--- src/rtl/uart_tx_unit_if.sv ---
// APB-side handshake and status bundle of the UART transmit unit.
// The serial line and clock/reset stay as plain ports on the unit.
interface uart_tx_unit_if;
  logic       transmit;
  logic [7:0] data_in;
  logic       send_break;
  logic       clr_err;
  logic       PREADY_T;
  logic       TxFF;
  logic       TxFE;
  logic       tx_busy;
  logic       tx_done;
  logic       OVF;

  modport master (
    output transmit, data_in, send_break, clr_err,
    input  PREADY_T, TxFF, TxFE, tx_busy, tx_done, OVF
  );

  modport slave (
    input  transmit, data_in, send_break, clr_err,
    output PREADY_T, TxFF, TxFE, tx_busy, tx_done, OVF
  );
endinterface

--- src/rtl/uart_tx_unit.sv ---
// UART transmitter: byte FIFO feeding a start/8-data/parity/stop serialiser,
// one serial bit per baud_clk, with break generation and sticky overflow.
module uart_tx_unit #(
  parameter int FIFO_DEPTH_T = 16,
  parameter bit PARITY_ODD   = 1'b0,
  parameter int STOP_BITS    = 1
) (
  input  logic           baud_clk,
  input  logic           rst,
  uart_tx_unit_if.slave  bus,
  output logic           tx_out
);

  localparam int PtrW = $clog2(FIFO_DEPTH_T);
  localparam int CntW = PtrW + 1;
  localparam logic StopLast = (STOP_BITS == 2);

  typedef enum logic [2:0] {
    S_IDLE,
    S_START,
    S_DATA,
    S_PARITY,
    S_STOP,
    S_BREAK
  } state_e;

  state_e            state_q, state_d;
  logic              txOut_q, txOut_d;
  logic [7:0]        shiftReg_q, shiftReg_d;
  logic              parity_q, parity_d;
  logic [2:0]        bitCnt_q, bitCnt_d;
  logic              stopCnt_q, stopCnt_d;
  logic [PtrW-1:0]   wrPtr_q, wrPtr_d;
  logic [PtrW-1:0]   rdPtr_q, rdPtr_d;
  logic [CntW-1:0]   count_q, count_d;
  logic              ovf_q, ovf_d;
  logic [7:0]        mem_q [FIFO_DEPTH_T];

  logic              fifoFull;
  logic              fifoEmpty;
  logic              push;
  logic              pop;
  logic              decide;
  logic              lastStop;
  logic [7:0]        head;

  assign fifoFull  = (count_q == CntW'(FIFO_DEPTH_T));
  assign fifoEmpty = (count_q == '0);
  assign push      = bus.transmit && !fifoFull;
  assign head      = mem_q[rdPtr_q];
  assign lastStop  = (state_q == S_STOP) && (stopCnt_q == StopLast);

  always_comb begin
    state_d    = state_q;
    txOut_d    = txOut_q;
    shiftReg_d = shiftReg_q;
    parity_d   = parity_q;
    bitCnt_d   = bitCnt_q;
    stopCnt_d  = stopCnt_q;
    pop        = 1'b0;
    decide     = 1'b0;

    unique case (state_q)
      S_IDLE: decide = 1'b1;
      S_START: begin
        txOut_d  = shiftReg_q[0];
        bitCnt_d = 3'd0;
        state_d  = S_DATA;
      end
      S_DATA: begin
        if (bitCnt_q != 3'd7) begin
          txOut_d  = shiftReg_q[bitCnt_q + 3'd1];
          bitCnt_d = bitCnt_q + 3'd1;
        end else begin
          txOut_d = parity_q;
          state_d = S_PARITY;
        end
      end
      S_PARITY: begin
        txOut_d   = 1'b1;
        stopCnt_d = 1'b0;
        state_d   = S_STOP;
      end
      S_STOP: begin
        if (lastStop) begin
          decide = 1'b1;
        end else begin
          txOut_d   = 1'b1;
          stopCnt_d = stopCnt_q + 1'b1;
        end
      end
      S_BREAK: begin
        if (bus.send_break) begin
          txOut_d = 1'b0;
        end else begin
          txOut_d = 1'b1;
          state_d = S_IDLE;
        end
      end
      default: begin
        txOut_d = 1'b1;
        state_d = S_IDLE;
      end
    endcase

    // Idle and frame end share one arbitration so frames run back-to-back.
    if (decide) begin
      if (bus.send_break) begin
        txOut_d = 1'b0;
        state_d = S_BREAK;
      end else if (!fifoEmpty) begin
        txOut_d    = 1'b0;
        shiftReg_d = head;
        parity_d   = (^head) ^ PARITY_ODD;
        pop        = 1'b1;
        state_d    = S_START;
      end else begin
        txOut_d = 1'b1;
        state_d = S_IDLE;
      end
    end
  end

  always_comb begin
    wrPtr_d = push ? wrPtr_q + PtrW'(1) : wrPtr_q;
    rdPtr_d = pop  ? rdPtr_q + PtrW'(1) : rdPtr_q;
    count_d = count_q + CntW'(push) - CntW'(pop);
    ovf_d   = ovf_q;
    // A dropped write outranks a simultaneous clear.
    if (bus.transmit && fifoFull) begin
      ovf_d = 1'b1;
    end else if (bus.clr_err) begin
      ovf_d = 1'b0;
    end
  end

  always_ff @(posedge baud_clk) begin
    if (rst) begin
      state_q    <= S_IDLE;
      txOut_q    <= 1'b1;
      shiftReg_q <= '0;
      parity_q   <= 1'b0;
      bitCnt_q   <= '0;
      stopCnt_q  <= 1'b0;
      wrPtr_q    <= '0;
      rdPtr_q    <= '0;
      count_q    <= '0;
      ovf_q      <= 1'b0;
    end else begin
      state_q    <= state_d;
      txOut_q    <= txOut_d;
      shiftReg_q <= shiftReg_d;
      parity_q   <= parity_d;
      bitCnt_q   <= bitCnt_d;
      stopCnt_q  <= stopCnt_d;
      wrPtr_q    <= wrPtr_d;
      rdPtr_q    <= rdPtr_d;
      count_q    <= count_d;
      ovf_q      <= ovf_d;
    end
  end

  always_ff @(posedge baud_clk) begin
    if (push) begin
      mem_q[wrPtr_q] <= bus.data_in;
    end
  end

  assign tx_out       = txOut_q;
  assign bus.PREADY_T = !fifoFull;
  assign bus.TxFF     = fifoFull;
  assign bus.TxFE     = fifoEmpty;
  assign bus.tx_busy  = (state_q != S_IDLE);
  assign bus.tx_done  = lastStop;
  assign bus.OVF      = ovf_q;

endmodule

--- src/flat_wrapper.sv ---
// flat-port wrapper written by rule: the top's interface ports become plain ports
module uart_tx_unit_flat 
#(
  parameter int FIFO_DEPTH_T = 16,
  parameter bit PARITY_ODD   = 1'b0,
  parameter int STOP_BITS    = 1
)
  (baud_clk, rst, tx_out, bus_transmit, bus_data_in, bus_send_break, bus_clr_err, bus_PREADY_T, bus_TxFF, bus_TxFE, bus_tx_busy, bus_tx_done, bus_OVF);
  uart_tx_unit_if bus_i ();
  input  logic baud_clk;
  input  logic rst;
  output logic tx_out;
  input wire logic [$bits(bus_i.transmit)-1:0] bus_transmit;
  input wire logic [$bits(bus_i.data_in)-1:0] bus_data_in;
  input wire logic [$bits(bus_i.send_break)-1:0] bus_send_break;
  input wire logic [$bits(bus_i.clr_err)-1:0] bus_clr_err;
  output wire logic [$bits(bus_i.PREADY_T)-1:0] bus_PREADY_T;
  output wire logic [$bits(bus_i.TxFF)-1:0] bus_TxFF;
  output wire logic [$bits(bus_i.TxFE)-1:0] bus_TxFE;
  output wire logic [$bits(bus_i.tx_busy)-1:0] bus_tx_busy;
  output wire logic [$bits(bus_i.tx_done)-1:0] bus_tx_done;
  output wire logic [$bits(bus_i.OVF)-1:0] bus_OVF;
  assign bus_i.transmit = bus_transmit;
  assign bus_i.data_in = bus_data_in;
  assign bus_i.send_break = bus_send_break;
  assign bus_i.clr_err = bus_clr_err;
  assign bus_PREADY_T = bus_i.PREADY_T;
  assign bus_TxFF = bus_i.TxFF;
  assign bus_TxFE = bus_i.TxFE;
  assign bus_tx_busy = bus_i.tx_busy;
  assign bus_tx_done = bus_i.tx_done;
  assign bus_OVF = bus_i.OVF;
  uart_tx_unit #(.FIFO_DEPTH_T(FIFO_DEPTH_T), .PARITY_ODD(PARITY_ODD), .STOP_BITS(STOP_BITS)) u_core (.baud_clk(baud_clk), .rst(rst), .bus(bus_i), .tx_out(tx_out));
endmodule
--- config.mk ---
export PLATFORM = sky130hd
export DESIGN_NAME = uart_tx_unit_flat
export DESIGN_NICKNAME = d
export VERILOG_FILES = /design/src/rtl/uart_tx_unit_if.sv /design/src/rtl/uart_tx_unit.sv /design/src/flat_wrapper.sv
export SDC_FILE = /design/constraint.sdc
export NUM_CORES = 1
export LEC_CHECK = 0
export BUFFER_PORTS_ARGS = -buffer_cell sky130_fd_sc_hd__buf_2
export CORE_MARGIN = 1.5
export CORE_UTILIZATION = 55
export CTS_CLUSTER_DIAMETER = 80
export CTS_CLUSTER_SIZE = 28
export DETAILED_ROUTE_END_ITERATION = 12
export GPL_TIMING_DRIVEN = 0
export HOLD_SLACK_MARGIN = 0.02
export PLACE_DENSITY = 0.86
export SLEW_MARGIN = 10
export SYNTH_ARGS = -nofsm -noshare
export SYNTH_HDL_FRONTEND = slang
export SYNTH_SLANG_ARGS = --single-unit
--- constraint.sdc ---
create_clock -name baud_clk -period 3.3 [get_ports baud_clk]
set_input_delay 0.33 -clock baud_clk [delete_from_list [all_inputs] [get_ports baud_clk]]
set_output_delay 0.33 -clock baud_clk [all_outputs]
set_load 0.01 [all_outputs]
==> flow_summary.ini, run 1 <==
[global_routing]
grt_overflow = 0
grt_pass1_wl_um = 20200
grt_pass1_vias = 3654
grt_max_degree = 17
grtUsageTotal_pct = 22.3
antenna_found_initial = 0

[power]
power_leakage_nw = 2.54
ir_drop_mv = 0.559
power_density_nw_per_um2 = 789

[synthesis]
synth_fa_ha_area_share_pct = 2.76
yosysMostFrequentCell = edfxtp_1
synth_top_cell_by_area = edfxtp_1
synth_edf_count = 128
synthFlopType = edfxtp_1
yosysUniqueCellTypes = 31
synth_seq_cells = 163
ys_seq_area_share_pct = 68.8
netlist_area_sq_um = 6610
synthMuxAreaShare_pct = 13.7
yosysTopAreaCellShare_pct = 58.2
synthXorXnorAreaFrac_pct = 2.12
synth_common_cells = edfxtp_1, nor2_1, dfxtp_1
synthSimpleGateAreaFrac_pct = 6.38
synth_fp_nets = 433
async_flop_share_pct = 0
syn_inst = 406
yosys-top-cells-area = edfxtp_1, dfxtp_1, mux4_2
yosys_warnings = 0
synth_top_family_by_area = multiplexers
syn_avg_cell_area_sq_um = 16.3
synth-compound-area-share_pct = 4.01

[detailed_routing]
vias = 3563
viasPerCell = 5.94
drc = 0
wl_per_cell_um = 21.9
dr.pass1.iters = 4
dr.first_iter.drc_count = 304
ant_nets = 0
finalWirelength_um = 13100

[place]
globalplace.congestion = 0.824
pre_cts_ws_ns = -0.174
port_buffers = 19
dp_cells = 568
hpwl_um = 8370

[clock_network]
clk_latency_ns = 0.43
htreeDepth = 4
cts.sinks = 163
root_buffer = clkbuf_16
cts.clk_slew.worst_paths_ns = 0.06
numCtsBuffers = 17
hold_buffers = 0
cts.path.max_buffers = 2
cts_tree = built

[sta]
period_needed_ns = 3.05
fmax_ghz = 0.328
worstMarginPinSlew_ns = 1.23
finalMaxSlewViolations = 0
rsz0062_at_grt = no
relSlewSlack_pct = 17.6
setup_ws_ns = 0.252
finalHoldViolCount = 0
finalSetupViolations = 0
fin_crit_sh_pct = 92.4
skew_ns = 0.00991

[floorplan]
die_y_um = 113
row_count = 39
start_util_pct = 57.1
core_area_sq_um = 11600
dieArea_sq_um = 12700
num_io_pins = 20
chipWidth_um = 113

[final_layout]
fillers = 768
num_antenna_cells = 0
instances_no_fill = 600
seq_area_sq_um = 4540
final_layout_size_suffix_gt1_share_pct = 17.9
syn_to_final_growth_pct = 13.2
multi_input_area_sq_um = 1930
final_nets = 471

[worst_setup_path]
cp-end-kind = register
cp.arrival_ns = 3.40
crit_required_ns = 3.65
r2r_slack_ns = 0.25
start_kind = register
path_max_fanout = 10
crit_type = reg -> reg

[min_path]
hold_class = in -> reg

[outcome]
status = complete, no violations

[run]
drv_cap = 0
final cells by class:
| class | instances | area share [%] |
|---|---|---|
| clock inverter | 15 | 2.04 |
| clock buffer | 17 | 5.69 |
| tap | 143 | 2.39 |
| inverter | 12 | 0.602 |
| timing repair buffer | 19 | 1.27 |
| buffer | 19 | 1.46 |
| sequential | 163 | 60.8 |
| multi-input combinational | 212 | 25.8 |
per-layer routing:
| metal | track usage, % | share of wire (%) | up-vias |
|---|---|---|---|
| met5 | 0 | 0 | - |
| met4 | 7.76 | 0.92 | 0 |
| met3 | 6.37 | 6.7 | 11 |
| met1 | 26.7 | 38 | 1804 |
| li1 | - | - | 1630 |
| met2 | 38.9 | 54 | 118 |
registers in the layout, indices dropped and copies added, names as in the netlist, named ones only:
register           flops
u_core.count_q         5
u_core.bus.OVF         1
u_core.mem_q         128
u_core.parity_q        1
u_core.stopCnt_q       1
u_core.wrPtr_q         4
u_core.rdPtr_q         4
u_core.tx_out          1
u_core.shiftReg_q      8
u_core.bitCnt_q        3
u_core.state_q         3
kinds of logic after synthesis:
family,after synthesis
compound gates,41
xor+xnor,16
fa+ha+maj,14
buf+inv,31
flops,163
mux,44
simple gates,97
placed cells by master (no fill, tap or decap), types with 7 or more instances in the layout:
cell,synthesis,layout
mux4_1,10,10
a21oi_1,12,12
edfxtp_1,128,128
mux4_2,24,24
buf_2,4,22
nand2_1,24,24
inv_1,12,12
nor2_1,46,46
a22oi_1,16,16
clkbuf_16,0,17
mux2i_1,10,10
nor2b_1,7,7
ha_1,13,13
dfxtp_1,35,35
clkbuf_1,7,7
xnor2_1,11,11
worst max-delay path, cell delays in order, from the launching register on:
cell      delay (ns)
dfxtp_1         0.31
clkbuf_1        0.19
nor2_1          0.18
nand2_1         0.12
nor3_4          0.28
clkbuf_4        0.32
ha_1            0.16
inv_1           0.04
ha_1            0.21
fa_1            0.42
a21oi_1         0.16
nor2_1          0.07
or3_1           0.35
a21oi_1         0.15
worst paths after layout:
| path | start | cells after the start | endpoint |
|---|---|---|---|
| max | u_core.state_q[0] | 13 | u_core.count_q[4] |
| min | rst | 2 | u_core.bitCnt_q[2] |
| max reg2reg | u_core.state_q[0] | 13 | u_core.count_q[4] |
| min reg2reg | u_core.shiftReg_q[6] | 2 | u_core.shiftReg_q[6] |
stage by stage:
step                utilization (%)  TNS, ns  hold WS, ns  total power [mW]  area, sq um
global placement               59.5  -0.0313        0.465              3.91         6880
CTS                            64.6        0        0.131              5.93         7470
detailed placement             59.5   -0.174        0.484              3.98         6880
global route                   64.7        0        0.149              6.18         7480
floorplan                         -        0        0.402              3.63         6610
finish                         64.7        0        0.144              5.90         7480
power breakdown:
part	switching [mW]	internal, mW	leakage, nW	total, mW
Clock	0.812	1.12	0.278	1.93
Sequential	0.0845	2.37	1.44	2.45
Combinational	0.796	0.720	0.824	1.52
Total	1.69	4.21	2.54	5.90
what timing repair did:
item	4_1_cts	5_1_grt
setup buffers	0	0
endpoints found under the setup margin	1	1
resized for setup	1	2
(Power assumes the default switching activity.)
==> inputs of run 2 (changes only) <==
--- a/config.mk
+++ b/config.mk
@@ -11,7 +11,7 @@
 export CTS_CLUSTER_DIAMETER = 80
 export CTS_CLUSTER_SIZE = 28
 export DETAILED_ROUTE_END_ITERATION = 12
-export GPL_TIMING_DRIVEN = 0
+export GPL_TIMING_DRIVEN = 1
 export HOLD_SLACK_MARGIN = 0.02
 export PLACE_DENSITY = 0.86
 export SLEW_MARGIN = 10
==> run 2 against run 1 <==
Wire length shrank 3.3%. Combinational power shrank 7%. Cell count shrank 2.0%. Setup slack gained 0.41 ns. Non-clock buffer count shrank 12. Clock skew is essentially flat. Clock power is essentially flat. Register-to-register slack gained 0.41 ns. First-iteration DRC count grew 31%. Sequential share of layout area grew 0.46 points. Utilization shrank 0.47 points. Count of clock-buffer cells in the layout grew 1. Critical path type unchanged. Largest cell class unchanged. Largest power group unchanged.
==> flow_summary.ini, run 2 (synthesized netlist as in run 1, its figures left out) <==
[sta]
rsz0062_at_grt = no
period_needed_ns = 2.64
fin_crit_sh_pct = 80.1
finalHoldViolCount = 0
worstMarginPinSlew_ns = 0.848
relSlewSlack_pct = 43.3
fmax_ghz = 0.378
skew_ns = 0.0101
finalMaxSlewViolations = 0
finalSetupViolations = 0
setup_tns_ns = 0

[global_routing]
grt_pass1_wl_um = 19800
grt_pass1_vias = 3636
grt_overflow = 0
grt_max_degree = 33
antenna_found_initial = 0
grtUsageTotal_pct = 21.9

[place]
globalplace.congestion = 0.779
port_buffers = 19
place_area_sq_um = 6850
hpwl_um = 7990

[final_layout]
final_layout_size_suffix_gt1_share_pct = 18.2
num_antenna_cells = 0
syn_to_final_growth_pct = 12.4
top_register = u_core.mem_q
mostFrequentLayoutCells = edfxtp_1, nor2_1, dfxtp_1
top_regs = u_core.mem_q (128), u_core.shiftReg_q (8), u_core.count_q (5)
finalInstanceArea_sq_um = 7430
fillers = 750
largest_reg_flops = 128
final_nets = 459
final_common_cell = edfxtp_1

[worst_setup_path]
cp-end-kind = register
crit_slowest_cell = fa_1
cp_cell_sequence = inv_1 > ha_1 > nand2_1 > nor2_1 > nor3_2 > ha_1 > inv_1 > ha_1 > fa_1 > a21oi_1 > nor2_1 > or3_1 > a21oi_1
cp.arrival_ns = 2.99
crit_type = reg -> reg
path_max_fanout = 3
worst-path-buf-inv = 2
crit_required_ns = 3.64
cp_slowest_stage_delay_ns = 0.42
start_kind = register
critPathTopFamily = adder cells
cp_common_cell = ha_1

[detailed_routing]
finalWirelength_um = 12700
dr.pass1.iters = 5
vias = 3590
ant_nets = 0
viasPerCell = 6.11
wl_per_cell_um = 21.6
drc = 0
dr.first_iter.drc_count = 399

[run]
drv_cap = 0

[power]
ir_drop_mv = 0.558
power_density_nw_per_um2 = 784
total_power_mw = 5.82
power_leakage_nw = 2.52

[floorplan]
row_count = 39
chipWidth_um = 113
dieArea_sq_um = 12700
core_area_sq_um = 11600
die_y_um = 113
start_util_pct = 57.1
num_io_pins = 20

[clock_network]
cts_tree = built
cts.sinks = 163
root_buffer = clkbuf_16
clk_latency_ns = 0.42
post_cts_buffers = 0
hold_buffers = 0
numCtsBuffers = 17
htreeDepth = 4
cts.path.max_buffers = 2
cts.clk_slew.worst_paths_ns = 0.06
cts_resized = 0

[outcome]
status = complete, no violations

[min_path]
hold_class = in -> reg
-- run 2: changes by cell type in the layout (fill, tap and decap cells not counted), moves of 3 or more --
cell and change:
buf_2 -3, clkbuf_1 -6, buf_6 -4, buf_1 -4, buf_4 +6
-- run 2: worst paths after layout --
path                         from                    to  slack (ns)  cells past startpoint
max             u_core.count_q[2]     u_core.count_q[4]        0.66                     13
max reg2reg     u_core.count_q[2]     u_core.count_q[4]        0.66                     13
min reg2reg  u_core.shiftReg_q[7]  u_core.shiftReg_q[7]        0.50                      2
min                  bus_transmit        u_core.bus.OVF        0.15                      3
-- run 2: final cells by class --
class	count	area [sq um]	area share, %
inverter	12	45.0	0.607
tap	143	179	2.41
clock buffer	18	429	5.78
sequential	163	4550	61.2
timing repair buffer	26	160	2.16
clock inverter	14	149	2.01
multi-input combinational	212	1920	25.8
-- run 2: per-stage QoR --
| stage | hold slack (ns) | setup WS [ns] | cells | utilization [%] |
|---|---|---|---|---|
| after CTS | 0.138 | 0.649 | 588 | 64.2 |
| after floorplan | 0.402 | 0.224 | 406 | - |
| after detailed placement | 0.485 | 0.670 | 556 | 59.2 |
| after global placement | 0.466 | 0.802 | 556 | 59.2 |
| final | 0.151 | 0.658 | 588 | 64.2 |
| after global routing | 0.157 | 0.460 | 588 | 64.2 |
-- run 2: power breakdown --
| part | switching, mW | leakage (nW) | total (mW) | internal (mW) |
|---|---|---|---|---|
| clock network | 0.792 | 0.277 | 1.91 | 1.12 |
| registers | 0.129 | 1.44 | 2.50 | 2.37 |
| logic | 0.712 | 0.800 | 1.41 | 0.696 |
-- run 2: worst register-to-register path: stages, from the launching register on --
cell and delay, ns:
dfxtp_1 0.32, inv_1 0.08, ha_1 0.18, nand2_1 0.05, nor2_1 0.17, nor3_2 0.09
ha_1 0.29, inv_1 0.04, ha_1 0.22, fa_1 0.42, a21oi_1 0.16, nor2_1 0.06
or3_1 0.34, a21oi_1 0.15
-- run 2: per-layer routing --
metal  track usage, %  wire (um)  vias up
met3             5.13        925       27
met5                0          0        -
li1                 -          -     1609
met4             11.1        364        0
met1             28.8       5160     1775
met2             34.5       6240      179
